--- src/rtl/seq_divider.sv ---
// Multi-cycle unsigned restoring divider: one trial subtract per clock, MSB first.
// Result bus is {remainder, quotient}; divide-by-zero completes immediately with E set.
module seq_divider #(
  parameter int WIDTH = 16
) (
  input  logic               clk,
  input  logic               rst,
  input  logic               start,
  input  logic [WIDTH-1:0]   inputP,
  input  logic [WIDTH-1:0]   inputQ,
  output logic [2*WIDTH-1:0] S,
  output logic               busy,
  output logic               done,
  output logic               E
);

  localparam int CW = $clog2(WIDTH);

  typedef enum logic [1:0] {IDLE, RUN, DONE} state_t;

  state_t             state_reg, state_next;
  logic [WIDTH-1:0]   rem_reg, rem_next;
  logic [WIDTH-1:0]   quo_reg, quo_next;
  logic [WIDTH-1:0]   div_reg, div_next;
  logic [CW-1:0]      count_reg, count_next;
  logic [2*WIDTH-1:0] s_reg, s_next;
  logic               e_reg, e_next;

  logic [WIDTH:0]     rem_shift;
  logic [WIDTH+1:0]   trial;
  logic               trial_ok;
  logic [WIDTH-1:0]   rem_step;
  logic [WIDTH-1:0]   quo_step;

  // One restoring step; an extra sign bit makes the borrow visible.
  assign rem_shift = {rem_reg, quo_reg[WIDTH-1]};
  assign trial     = {1'b0, rem_shift} - {2'b00, div_reg};
  assign trial_ok  = ~trial[WIDTH+1];
  assign quo_step  = {quo_reg[WIDTH-2:0], trial_ok};
  assign rem_step  = trial_ok ? trial[WIDTH-1:0] : rem_shift[WIDTH-1:0];

  always_comb begin
    state_next = state_reg;
    rem_next   = rem_reg;
    quo_next   = quo_reg;
    div_next   = div_reg;
    count_next = count_reg;
    s_next     = s_reg;
    e_next     = e_reg;
    case (state_reg)
      IDLE, DONE: begin
        state_next = IDLE;
        if (start) begin
          if (inputQ == '0) begin
            state_next = DONE;
            s_next     = {inputP, {WIDTH{1'b1}}};
            e_next     = 1'b1;
          end else begin
            state_next = RUN;
            rem_next   = '0;
            quo_next   = inputP;
            div_next   = inputQ;
            count_next = '0;
          end
        end
      end
      RUN: begin
        rem_next   = rem_step;
        quo_next   = quo_step;
        count_next = count_reg + 1'b1;
        if (count_reg == CW'(WIDTH - 1)) begin
          state_next = DONE;
          s_next     = {rem_step, quo_step};
          e_next     = 1'b0;
        end
      end
      default: state_next = IDLE;
    endcase
  end

  always_ff @(posedge clk or posedge rst) begin
    if (rst) begin
      state_reg <= IDLE;
      rem_reg   <= '0;
      quo_reg   <= '0;
      div_reg   <= '0;
      count_reg <= '0;
      s_reg     <= '0;
      e_reg     <= 1'b0;
    end else begin
      state_reg <= state_next;
      rem_reg   <= rem_next;
      quo_reg   <= quo_next;
      div_reg   <= div_next;
      count_reg <= count_next;
      s_reg     <= s_next;
      e_reg     <= e_next;
    end
  end

  assign S    = s_reg;
  assign E    = e_reg;
  assign busy = (state_reg == RUN);
  assign done = (state_reg == DONE);

endmodule

--- config.mk ---
export PLATFORM = sky130hd
export DESIGN_NAME = seq_divider
export DESIGN_NICKNAME = d
export VERILOG_FILES = /design/src/rtl/seq_divider.sv
export SDC_FILE = /design/constraint.sdc
export NUM_CORES = 1
export LEC_CHECK = 0
export ABC_AREA = 0
export CAP_MARGIN = 20
export CORE_ASPECT_RATIO = 0.6
export CORE_MARGIN = 2
export CORE_UTILIZATION = 30
export CTS_CLUSTER_DIAMETER = 50
export DETAILED_ROUTE_END_ITERATION = 16
export GPL_TIMING_DRIVEN = 1
export PLACE_DENSITY = 0.54
export SLEW_MARGIN = 10
export SYNTH_ARGS = -nofsm -noshare
export SYNTH_HDL_FRONTEND = slang
export SYNTH_SLANG_ARGS = --single-unit
--- constraint.sdc ---
create_clock -name clk -period 2.9 [get_ports clk]
set_clock_uncertainty 0.1 [all_clocks]
set_input_delay 0.435 -clock clk [delete_from_list [all_inputs] [get_ports clk]]
set_output_delay 0.435 -clock clk [all_outputs]
set_load 0.01 [all_outputs]
-- Word-level counts from Yosys, hierarchy flattened
Index checks and enable logic that the tools add are counted.
- flip-flop bits (word level): 87
- bits in latches: 0
- RAM bits: 0
- bits in read-only memories: 0
- input port bits: 35
- output and inout bits: 35
- word-level logic and storage cells: 47
- memories kept: 0
- add/sub/neg operators: 2
- $mul: 0
- div/mod/pow operators: 0
- $lt $le $gt $ge: 0
- equality and inequality tests: 7
- shift-type cells: 0
- multiplexer cells: 22
- bitwise gates (word level): 2
- reductions and logical operators: 7
- operators with widths (kind ; count):
    $mux 32 ; 3
    $mux 16 ; 5
    $pmux 16 s2 ; 2
    $pmux 32 s2 ; 1
    $sub 17x16->18 ; 1
    $logic_not 16->1 ; 1
    $mux 4 ; 2
    $pmux 4 s2 ; 1
    $mux 2 ; 3
    $ne 2x2->1 const B ; 3
    $reduce_and 3->1 ; 2
    $add 4x1->4 const B ; 1
    $eq 4x4->1 const B ; 1
    $pmux 2 s2 ; 1
    $reduce_and 4->1 ; 1
    $mux 1 ; 3
    $eq 2x1->1 const B ; 1
    $eq 2x2->1 const B ; 1
    $logic_not 2->1 ; 1
    $ne 2x1->1 const B ; 1
    $not 1->1 ; 2
    $pmux 1 s2 ; 1
    $reduce_bool 2->1 ; 1
    $reduce_or 2->1 ; 1

-- Depth between registers and ports, before layout
- depth after elaboration: 4
- depth in mapped cells: 11
- depth with buffers taken out: 10

-- Worst setup path before layout
OpenSTA, ideal clock, no wires.
- kind: reg2reg
- start point: register rem_reg[2]
- end point: register s_reg[27] (netlist: S[27])
- arrival: 2.253 ns
- path slack: 0.470 ns
- cell stages (with the launch flop): 9
- buffers on the path: 0
- period minus slack after synthesis: 2.430 ns
- cells stage by stage: dfrtp_1 > ha_1 > a21o_1 > a21oi_1 > nand2_1 > a21boi_0 > mux2_2 > o31a_1 > a21oi_1
- word-level cells in the longest chain between the ends: 4
- ends and longest elaborated chain (element ; line ; RTL):
    from (decl) ; 22 ; logic [WIDTH-1:0] rem_reg, rem_next;
    from (signal assigned) ; 92 ; rem_reg <= rem_next;
    $sub 17x16->18 ; 37 ; assign trial = {1'b0, rem_shift} - {2'b00, div_reg};
    $mux 16 ; 40 ; assign rem_step = trial_ok ? trial[WIDTH-1:0] : rem_shift[WIDTH-1:0];
    $mux 32 ; 71 ; if (count_reg == CW'(WIDTH - 1)) begin
    $pmux 32 s2 ; 50 ; case (state_reg)
    to (signal assigned) ; 96 ; s_reg <= s_next;
    to (decl) ; 26 ; logic [2*WIDTH-1:0] s_reg, s_next;
No other way between the ends. The select of a mux whose other input is x is not followed.
A chain may end at the register's enable or synchronous reset.

-- Worst setup path after layout
- start point: register rem_reg[12]
- end point: register rem_reg[12]
- word-level cells in the longest chain between the ends: 3
- ends and longest elaborated chain (element ; line):
    $sub 17x16->18 ; 37
    $mux 16 ; 40
    $pmux 16 s2 ; 50
No other way between the ends.

==> metrics.cfg <==
[clocking]
htreeDepth = 3
clock_path_buffers = 2
post_cts_buffers = 0
cts_hold_buffers = 0
cts_made_buffers = 9
clock_latency_ns = 0.35
cts_sinks = 87
clkTransAtPathRegs_ns = 0.07
tritoncts = done
root_buffer = clkbuf_16
cts-resized-gates = 0

[logic_synthesis]
syn_avg_cell_area_um2 = 8.82
synthFlopType = dfrtp_1
synth_edf_count = 0
yosys.cell_types.count = 52
synth.most_common_cell = dfrtp_1
synth_top_area_share = 0.478
synthTopCellsByArea = dfrtp_1 (48%), nand2_1 (6.3%), ha_1 (4.7%), a21oi_1 (4.6%), o21ai_0 (4.5%)
synth_common_cells = dfrtp_1 (87), nand2_1 (77), nor2_1 (52), a21oi_1 (42), o21ai_0 (41)
yosys_warnings = 0
yosysTopAreaCell = dfrtp_1
async_flop_share = 1.00
seq_area_frac_synth = 0.478
synth_nets = 569
netlist_area_um2 = 4550
synth-seq-cells = 87
netlist_instances = 516

[placed_design]
gp_congestion = 0.785
portBuffers = 69
dp_hpwl_mm = 9.49

[worst_setup_path]
slowest_delay_ns = 0.55
r2r_cells = 8
crit_path_max_fanout = 30
cp_slowest_cell = or4_4
crit_arrival_ns = 2.84
crit_path_end_kind = register
r2r_setup_slack_ns = 0.18
crit_required_ns = 3.01
cp_num_cells = 8
path_class = reg -> reg
cp-start-kind = register
crit_family = simple AND/OR/NAND/NOR gates
crit_buf_inv = 1
timing.rr.end = rem_reg[12]
r2r-start = rem_reg[12]
path_cells = ha_1, or4_4, o32ai_1, nor2_1, a311oi_4, buf_12, mux2i_1, o21ai_0

[route]
ant_nets = 0
drc = 0
first_pass_iters = 5
vias_per_cell = 5.02
vias = 3970
totalWireLength_mm = 12.9
drt-initial-drc-count = 324
wl_per_cell_um = 16.3

[power]
p_int_mw = 4.84
pwr-share-seq = 0.260
p_leak_nw = 2.55
p_switching_mw = 3.62
comb_power_share = 0.576
switching_share = 0.428
clockPowerShare = 0.164
p_per_area_nw_per_um2 = 1430
power_mw = 8.46
ir_drop_uv = 635

[sta]
fmax_mhz = 367
period_share = 0.939
hold_viol_final = 0
slew_violations = 0
fin_setup_tns_ns = 0
rsz0062_at_grt = false
setup_violations = 0
period_minus_slack_ns = 2.72
worst_slew_pin_slew_ns = 0.496
max_slew_margin = 0.661

[cells_and_area]
final.fill_count = 1472
largest_reg_flops = 32
area_growth_pct = 30.2
drive_above_1_share = 0.0843
n_antenna_cell = 0
nNetsFinal = 641

[worst_hold_path]
min_path_type = reg -> reg
worstHoldStart = div_reg[0]
hold_depth = 2
holdPathEnd = div_reg[0]

[outcome]
status = finished, final reports clean

[grt]
track_usage = 0.170
antenna_found_initial = 0
grt_max_degree = 88
overflow = 0
first_global_vias = 4024
grt_pass1_wl_mm = 21.4

[die]
rows = 34
die-area_um2 = 16200
ios = 70
coreArea_um2 = 14700
die_w_um = 163
start_util = 0.310
die-height_um = 99.4

[job]
maxCapViolCount = 0

[how the worst max path moves through the flow]
stage,from,end,slack [ns]
floorplan,rst,E,0.11
global placement,inputQ[8],S[29],0.08
detailed placement,inputQ[8],S[29],0.03
CTS,rem_reg[2],rem_reg[12],0.14
global route,rem_reg[12],rem_reg[12],0.03
finish,rem_reg[12],rem_reg[12],0.18
[area by class of cell]
type	count	area, um^2	area share
Sequential cell	87	2180	0.367
Multi-Input combinational cell	377	2170	0.366
Timing Repair Buffer	91	893	0.151
Tap cell	198	248	0.0418
Clock buffer	10	239	0.0403
Clock inverter	6	116	0.0196
Inverter	22	83.8	0.0141
[worst min-delay path, delay by kind of cell, from the launching register on]
family | cells | cell delay [ns]
flip-flops | 1 | 0.36
AND/OR/NAND/NOR | 2 | 0.10
[cell families after synthesis]
family | synth area share
fa+ha+maj | 0.0511
xor+xnor | 0.0192
buf+inv | 0.0481
mux | 0.0113
simple gates | 0.189
flops | 0.478
compound gates | 0.203
[placed cells by master (no fill, tap or decap), types with 4 or more instances in the layout]
cell | synthesis | layout
dfrtp_1 | 87 | 87
nand2_1 | 77 | 77
clkdlybuf4s50_1 | 0 | 69
nor2_1 | 52 | 52
a21oi_1 | 42 | 41
o21ai_0 | 41 | 41
nand3_1 | 27 | 27
inv_1 | 22 | 21
a31oi_1 | 20 | 20
buf_4 | 1 | 19
ha_1 | 17 | 17
clkbuf_16 | 0 | 9
nor3_1 | 7 | 7
xnor2_1 | 7 | 7
o21a_1 | 6 | 6
o21ai_1 | 6 | 6
a21o_1 | 5 | 5
nor2b_1 | 5 | 5
o211ai_1 | 5 | 5
and3_1 | 4 | 4
nor4_1 | 4 | 4
o31a_1 | 4 | 4
o31ai_1 | 4 | 4
mux2i_1 | 4 | 4
[power groups by stage]
stage	Sequential (mW)	Clock, mW	Combinational [mW]
after detailed placement	2.22	0	4.83
final	2.20	1.39	4.88
after global placement	2.21	0	4.76
after global routing	2.28	1.46	5.47
after floorplan	2.22	0	3.23
after CTS	2.21	1.41	4.86
[through the flow]
stage               hold WS [ns]  instances  cell area, um^2  worst slack, ns   util
floorplan                  0.350        516             4550            0.115      -
global placement           0.388        775             5560           0.0818  0.379
detailed placement         0.377        775             5560           0.0284  0.379
CTS                        0.400        791             5920            0.141  0.403
global route               0.428        791             5930           0.0256  0.404
finish                     0.401        791             5930            0.176  0.404
[routing by layer]
| layer | routed length [um] | GRT usage |
|---|---|---|
| met2 | 5260 | 0.245 |
| met4 | 137 | 0.0388 |
| met3 | 616 | 0.0400 |
| met1 | 6880 | 0.256 |
| met5 | 0 | 0 |
No activity file was read; power rests on OpenSTA's default activity.
